$ cat config.mk
export PLATFORM = sky130hd
export DESIGN_NAME = rob_alloc_resp
export DESIGN_NICKNAME = d
export VERILOG_FILES = /design/src/rtl/rob_pkg.sv /design/src/rtl/rob_wrap_ptr.sv /design/src/rtl/rob_alloc_resp.sv
export SDC_FILE = /design/constraint.sdc
export NUM_CORES = 1
export LEC_CHECK = 0
export CORE_MARGIN = 4
export CORE_UTILIZATION = 50
export CTS_CLUSTER_DIAMETER = 50
export CTS_CLUSTER_SIZE = 20
export DETAILED_ROUTE_END_ITERATION = 16
export GPL_TIMING_DRIVEN = 0
export HOLD_SLACK_MARGIN = 0.06
export PLACE_DENSITY = 0.69
export SYNTH_ARGS = -nofsm -noshare
export SYNTH_HDL_FRONTEND = slang
export SYNTH_HIERARCHICAL = 1
export SYNTH_SLANG_ARGS = --single-unit
$ cat constraint.sdc
create_clock -name clk -period 5.75 [get_ports clk]
set_input_delay 1.15 -clock clk [delete_from_list [all_inputs] [get_ports clk]]
set_output_delay 1.15 -clock clk [all_outputs]
set_load 0.005 [all_outputs]
$ cat src/rtl/rob_pkg.sv
// Shared types for the reorder-buffer allocation responder.
//   rob_entry_t : one ROB slot (status bits + booking payload)
//   rob_tag_t   : entry index, rob_ptr_t : index plus wrap bit
// Payload field widths follow AREG_W_DEF / PREG_W_DEF. The top-level
// width parameters default to these values and are expected to match them.
package rob_pkg;

  localparam int ROB_DEPTH_DEF = 16;
  localparam int AREG_W_DEF    = 5;
  localparam int PREG_W_DEF    = 6;
  localparam int TAG_W_DEF     = $clog2(ROB_DEPTH_DEF);

  typedef logic [TAG_W_DEF-1:0] rob_tag_t;
  typedef logic [TAG_W_DEF:0]   rob_ptr_t;

  typedef struct packed {
    logic                  valid;
    logic                  done;
    logic                  has_dst;
    logic [AREG_W_DEF-1:0] areg;
    logic [PREG_W_DEF-1:0] preg;
    logic [PREG_W_DEF-1:0] old_preg;
  } rob_entry_t;

endpackage

$ cat src/rtl/rob_wrap_ptr.sv
// Wrap-bit pointer: W-1 index bits plus an MSB that toggles on each lap,
// so equal/opposite MSBs tell empty from full.
//   clk : clock
//   clr : synchronous clear to 0 (wins over inc)
//   inc : advance by one
//   ptr : current pointer value
module rob_wrap_ptr #(
  parameter int W = 5
) (
  input  logic         clk,
  input  logic         clr,
  input  logic         inc,
  output logic [W-1:0] ptr
);

  always_ff @(posedge clk) begin
    if (clr)      ptr <= '0;
    else if (inc) ptr <= ptr + 1'b1;
  end

endmodule

$ cat src/rtl/rob_alloc_resp.sv
// Reorder-buffer allocation responder. Books entries in order from the
// register manager, marks them done from the writeback broadcast and
// retires them in program order to the commit director.
//   clk, rst                 : clock, synchronous active-high reset
//   alloc_*                  : booking handshake; alloc_tag = tail index
//   wb_valid, wb_tag         : completion broadcast
//   commit_valid/ready       : head retirement handshake
//   commit_has_dst/areg/preg/free_preg : head entry fields
//   flush                    : discard all entries
//   count, empty, full       : occupancy
module rob_alloc_resp
  import rob_pkg::*;
#(
  parameter int ROB_DEPTH = ROB_DEPTH_DEF,
  parameter int AREG_W    = AREG_W_DEF,
  parameter int PREG_W    = PREG_W_DEF,
  parameter int TAG_W     = $clog2(ROB_DEPTH)
) (
  input  logic              clk,
  input  logic              rst,
  input  logic              alloc_valid,
  output logic              alloc_ready,
  input  logic              alloc_has_dst,
  input  logic [AREG_W-1:0] alloc_areg,
  input  logic [PREG_W-1:0] alloc_preg,
  input  logic [PREG_W-1:0] alloc_old_preg,
  output logic [TAG_W-1:0]  alloc_tag,
  input  logic              wb_valid,
  input  logic [TAG_W-1:0]  wb_tag,
  output logic              commit_valid,
  input  logic              commit_ready,
  output logic              commit_has_dst,
  output logic [AREG_W-1:0] commit_areg,
  output logic [PREG_W-1:0] commit_preg,
  output logic [PREG_W-1:0] commit_free_preg,
  input  logic              flush,
  output logic [TAG_W:0]    count,
  output logic              empty,
  output logic              full
);

  logic [TAG_W:0]   head_ptr, tail_ptr;
  logic [TAG_W-1:0] head_idx, tail_idx;
  logic             clr, alloc_fire, commit_fire;

  rob_entry_t ent [ROB_DEPTH];

  // Reset and flush share one path: both empty the buffer on the next edge.
  assign clr = rst | flush;

  rob_wrap_ptr #(.W(TAG_W+1)) u_head (
    .clk(clk), .clr(clr), .inc(commit_fire), .ptr(head_ptr)
  );
  rob_wrap_ptr #(.W(TAG_W+1)) u_tail (
    .clk(clk), .clr(clr), .inc(alloc_fire), .ptr(tail_ptr)
  );

  assign head_idx = head_ptr[TAG_W-1:0];
  assign tail_idx = tail_ptr[TAG_W-1:0];

  assign empty = (head_ptr == tail_ptr);
  assign full  = (head_ptr[TAG_W-1:0] == tail_ptr[TAG_W-1:0]) &&
                 (head_ptr[TAG_W] != tail_ptr[TAG_W]);
  assign count = tail_ptr - head_ptr;

  // Depends only on registered state and rst/flush, never on the
  // handshake inputs, so a commit cannot open a slot in the same cycle.
  assign alloc_ready = !full && !clr;
  assign alloc_fire  = alloc_valid && alloc_ready;
  assign alloc_tag   = tail_idx;

  assign commit_valid     = !empty && ent[head_idx].done && !clr;
  assign commit_fire      = commit_valid && commit_ready;
  assign commit_has_dst   = ent[head_idx].has_dst;
  assign commit_areg      = ent[head_idx].areg;
  assign commit_preg      = ent[head_idx].preg;
  assign commit_free_preg = ent[head_idx].old_preg;

  // Head and tail indices can only coincide when empty or full, where
  // commit or allocate respectively is blocked, so those two never collide.
  // Allocation is written last so it wins over a same-tag writeback.
  always_ff @(posedge clk) begin
    if (clr) begin
      for (int i = 0; i < ROB_DEPTH; i++) begin
        ent[i].valid <= 1'b0;
        ent[i].done  <= 1'b0;
      end
    end else begin
      if (wb_valid && ent[wb_tag].valid) ent[wb_tag].done <= 1'b1;
      if (commit_fire) ent[head_idx].valid <= 1'b0;
      if (alloc_fire) begin
        ent[tail_idx].valid    <= 1'b1;
        ent[tail_idx].done     <= 1'b0;
        ent[tail_idx].has_dst  <= alloc_has_dst;
        ent[tail_idx].areg     <= alloc_areg;
        ent[tail_idx].preg     <= alloc_preg;
        ent[tail_idx].old_preg <= alloc_old_preg;
      end
    end
  end

endmodule
**Yosys cells after proc, flatten, opt, wreduce, memory -nomap -nowiden**

Memory sizes are Yosys's and may differ from the RTL's. A register that Yosys moved wholly into a read port is not among the register bits.
Cells that the tools add are included.

- Flip-flop bits (word level): 10
- Bits in writable memories: 320
- Memories: 1

Memory list:

| memory | depth | width | read ports | clocked after Yosys merged registers in | write ports | line | source |
|---|---|---|---|---|---|---|---|
| ent | 16 | 20 | 2 | 1 | 16 | rob_alloc_resp.sv:46 | `rob_entry_t ent [ROB_DEPTH];` |

- $add $sub $neg: 3
- Equal/unequal tests: 3
- Mux-type cells: 22
- Bitwise operators: 1
- Reduce and logical (&&, ||, !) cells: 13

Operators by type and width:

| operator | count |
|---|---|
| two-way mux 20 bit | 3 |
| OR reduction 20 bit | 3 |
| two-way mux 4 bit | 5 |
| two-way mux 1 bit | 11 |
| adder 5 x 1 -> 5 bit, second input constant | 2 |
| logical AND 1 bit | 7 |
| two-way mux 3 bit | 2 |
| equality test 5 bit | 1 |
| subtractor 5 bit | 1 |
| equality test 4 bit | 1 |
| zero test 1 bit | 3 |
| two-way mux 2 bit | 1 |
| != test 1 bit | 1 |
| OR 1 bit | 1 |

**Longest topological paths before layout**

- Depth after elaboration: 10
- Mapped depth: 12

**Modules after synthesis**

The synthesis kept the hierarchy.

Modules (own cells, without submodules):

| module | times used | cells each | area an instance (µm²) | seq. area each (µm²) |
|---|---|---|---|---|
| rob_alloc_resp | 1 | 600 | 12660.9 | 9288.9 |
| rob_wrap_ptr | 2 | 22 | 247.7 | 100.1 |

**Worst setup path before layout**

Ideal clock, no wire load.

- Kind: input-to-reg
- Start: in flush
- End: mem ent[13][0] in the netlist's numbering, enable pin
- Library setup time: 0.418 ns
- Arrival time: 3.133 ns
- Required time: 5.332 ns
- Slack: 2.199 ns
- Stages: 4
- Buffers on the path: 1
- Path through: nor2_1 clkbuf_1 nand3_1 nor3_1

RTL lines:

| element | line | source |
|---|---|---|
| start: declaration | rob_alloc_resp.sv:36 | `input logic flush,` |
| end: declaration | rob_alloc_resp.sv:46 |  |

==> metrics.md <==
| Metric | Value |
|---|---|
| Status | `complete, no violations` |
| Vias/cell | `6.24` |
| Worst R2R Setup Slack | `1760 ps` |
| Seq/Total Area, Yosys | `72.1%` |
| R2R cell count | `9` |
| GRT overflow | `0` |
| WP buf/inv | `4` |
| Routed via count | `6910` |
| Final Hold Violating Endpoints | `0` |
| Max stage delay cell, worst path | `clkbuf_1` |
| Nets | `784` |
| Clock group share of total power | `42.7%` |
| Initial Utilization | `50.6%` |
| Worst setup EP type | `output port` |
| Relative slew slack | `27.6%` |
| DRC viols | `0` |
| End-of-flow core utilization | `59.7%` |
| Worst-margin pin slew | `1090 ps` |
| Max cap viols | `0` |
| Slew Viols, Final | `0` |
| Drt total wl | `29.4 mm` |
| Cts bufs inserted | `29` |
| Pwr/cell area | `303 nW/µm²` |
| Total area of sequential cells | `9490 µm²` |
| Pint | `3.70 mW` |
| Router iterations before antenna repair | `5` |
| Syn avg cell area | `20.4 µm²` |
| Final cycle utilization of the critical path | `86.5%` |
| Fraction of layout cells with a size suffix above 1 | `27.2%` |
| Core Rows | `59` |
| Gr usage total | `20.6%` |
| Setup Buffers After CTS | `0` |
| Synthesis-to-layout area growth | `18.0%` |
| CP startpoint kind | `register` |
| Worst IR drop on VDD | `0.233 mV` |
| Worst EP arrival | `3820 ps` |
| Setup_tns | `0 ps` |
| Crit path cell chain | `clkbuf_1, clkbuf_1, buf_2, mux4_2, mux4_2, clkdlybuf4s50_1` |
| Worst hold stages | `1` |
| First-pass GRT wire length | `44.3 mm` |
| DRT iter0 DRCs | `754` |
| Combinational power share | `1.9%` |
| HPWL Detailed | `18.8 mm` |
| Setup violations, final | `0` |
| Top delay family on crit path | `buffers and inverters` |
| Fmax achieved | `0.201 GHz` |
| CTS Hold Bufs | `0` |
| Post-route ant nets | `0` |
| CP Data Required Time | `4600 ps` |
| Pin count of the biggest net entering global routing | `24` |
| #FFs+latches synth | `330` |
| Worst setup path startpoint | `u_head/ptr[1]$_SDFFE_PP0P_` |
| RSZ-0062 raised after global routing | `false` |
| Clk_lat worst skew | `560 ps` |
| Crit path largest cell delay | `620 ps` |
| Static Leak | `4.82 nW` |
| Switch share | `21.2%` |
| CORE AREA | `26000 µm²` |
| Worst Path Class, Setup | `register to output port` |
| Critical path peak fanout | `10` |
| H-tree levels | `1` |
| Fillers | `1859` |
| Fin crit period | `4970 ps` |
| CTS tree | `done` |
| Crit Reg-Reg Startpoint | `u_head/ptr[3]$_SDFFE_PP0P_` |
| Yosys warnings | `6` |
| Cell variety after synth | `48` |
| Synthesized net count | `679` |
| Clk sink count | `330` |
| Drt wl/cell | `26.5 µm` |
| Root buf cell | `clkbuf_16` |
| IO Port Bufs | `58` |
| Post-Syn Area | `13200 µm²` |
| Worst-path clk slew | `70 ps` |
| Die Height | `170 µm` |
| Clk_skew | `16.6 ps` |
| Footprint of the multi-input gates | `3470 µm²` |
| Vias in the first global route | `7171` |
| Die Span X | `170 µm` |
| Antenna violations before repair | `0` |
| Die area | `29000 µm²` |
| Worst Hold Endpoint | `ent[10][19]$_SDFFE_PP1P_` |
| Sequential Power Share | `55.4%` |
| Mapped Cells | `644` |
| Ports | `59` |
| Hold Crit Class | `register to register` |
| Switching power | `0.998 mW` |
| Gpl congestion | `0.856` |
| CTS resizes | `0` |
| Worst flop-to-flop path endpoint | `ent[8][17]$_DFFE_PP_` |
| HP Start | `ent[10][19]$_SDFFE_PP1P_` |
| Clock tree buffer depth | `3` |
[synth_stat cells (all sizes together)]
cell type | n | share of area, %
mux2 | 5 | 0.54
a21o | 2 | 0.11
and4b | 2 | 0.15
xnor2 | 6 | 0.40
nand3 | 5 | 0.19
o21ai | 9 | 0.34
nand2b | 1 | 0.048
fa | 1 | 0.15
clkbuf | 13 | 0.37
clkinv | 1 | 0.029
and4 | 1 | 0.067
nand3b | 4 | 0.23
or4 | 6 | 0.34
mux2i | 4 | 0.43
and2 | 1 | 0.048
buf | 20 | 1.3
edfxtp | 288 | 66
inv | 9 | 0.26
mux4 | 98 | 17
or3b | 1 | 0.067
or4b | 1 | 0.076
and4bb | 1 | 0.095
nor2 | 30 | 0.86
a21bo | 2 | 0.15
nand4 | 5 | 0.43
a31o | 7 | 0.47
nand2 | 10 | 0.29
o211ai | 1 | 0.057
xor2 | 1 | 0.067
nor3 | 19 | 0.72
nor2b | 9 | 0.43
ha | 6 | 0.57
a21oi | 16 | 0.61
a31oi | 4 | 0.19
dfxtp | 42 | 6.4
o2111ai | 4 | 0.27
o311ai | 9 | 0.60
[layout make-up]
type,count,area share [%]
clock buffer,30,4.70
clock inverter,24,1.77
multi-input combinational,271,22.3
buffer,33,1.43
tap,335,2.70
antenna,1,0.0161
sequential,330,61.1
timing repair buffer,74,5.67
inverter,10,0.242
[layer usage]
metal / vias up / GRT usage [%] / part of all wire (%) / wire (µm)
met4: 0 / 5.42 / 2.3 / 668
met1: 3587 / 29.8 / 41 / 12000
met3: 57 / 3.62 / 8.3 / 2450
met5: - / 0 / 0 / 0
met2: 342 / 33.0 / 49 / 14300
li1: 2924 / - / - / -
[power groups by stage]
stage | registers, mW | logic, mW | clock network, mW
after CTS | 2.60 | 0.0889 | 2.03
after floorplan | 2.66 | 0.0249 | 0
after global routing | 2.60 | 0.0965 | 2.14
after global placement | 2.66 | 0.0806 | 0
final | 2.60 | 0.0889 | 2.00
after detailed placement | 2.66 | 0.0888 | 0
[metrics by stage]
step / hold WS (ps) / area (µm²) / power [mW] / worst slack (ps) / cells
2_1_floorplan: 444 / 13200 / 2.68 / 2200 / 644
3_5_place_dp: 463 / 14500 / 2.75 / 993 / 1053
5_1_grt: 498 / 15500 / 4.84 / 664 / 1107
4_1_cts: 480 / 15500 / 4.72 / 736 / 1107
6_report: 478 / 15500 / 4.70 / 776 / 1108
3_3_place_gp: 450 / 14200 / 2.74 / 84.2 / 1037
[worst max-delay path by stage]
| stage | endpoint | cells past startpoint |
|---|---|---|
| 2_1_floorplan | ent[13][0]$_DFFE_PP_ | 4 |
| 3_3_place_gp | ent[13][5]$_DFFE_PP_ | 5 |
| 3_5_place_dp | commit_valid | 6 |
| 4_1_cts | commit_areg[4] | 6 |
| 5_1_grt | commit_free_preg[0] | 6 |
| 6_report | commit_areg[4] | 6 |
[cell families (layout without fill, tap and decap cells)]
kind of cell	Yosys count	count (layout)	share of synthesized area, %
muxes	107	107	17.9
buffers and inverters	43	171	1.97
and+or+nand+nor	96	96	4.03
other	0	1	0
adders and majority gates	7	7	0.723
DFF	330	330	72.1
xor gates and xnor gates	7	7	0.466
AOI/OAI and AO/OA	54	54	2.80
[registers in the layout, summed over array words and instances, names as in the netlist]
register,cells
ent,320
u_head/ptr,5
u_tail/ptr,5
[layout by cell type, fill, tap and decap left out, drive strengths merged, types with 2 or more instances in the layout]
cell type / n
a21o: 2
a31oi: 4
nor3: 19
clkinv: 10
mux2: 5
nand4: 5
nand2: 10
nand3b: 4
a21bo: 2
edfxtp: 288
and4b: 2
dfxtp: 42
xnor2: 6
nand3: 5
clkbuf: 43
o21ai: 9
nor2: 30
bufinv: 2
clkdlybuf4s50: 58
o311ai: 9
mux2i: 4
mux4: 98
or4: 6
inv: 18
ha: 6
clkinvlp: 4
o2111ai: 4
a21oi: 16
nor2b: 9
a31o: 7
buf: 36
No activity file was read; power rests on OpenSTA's default activity.
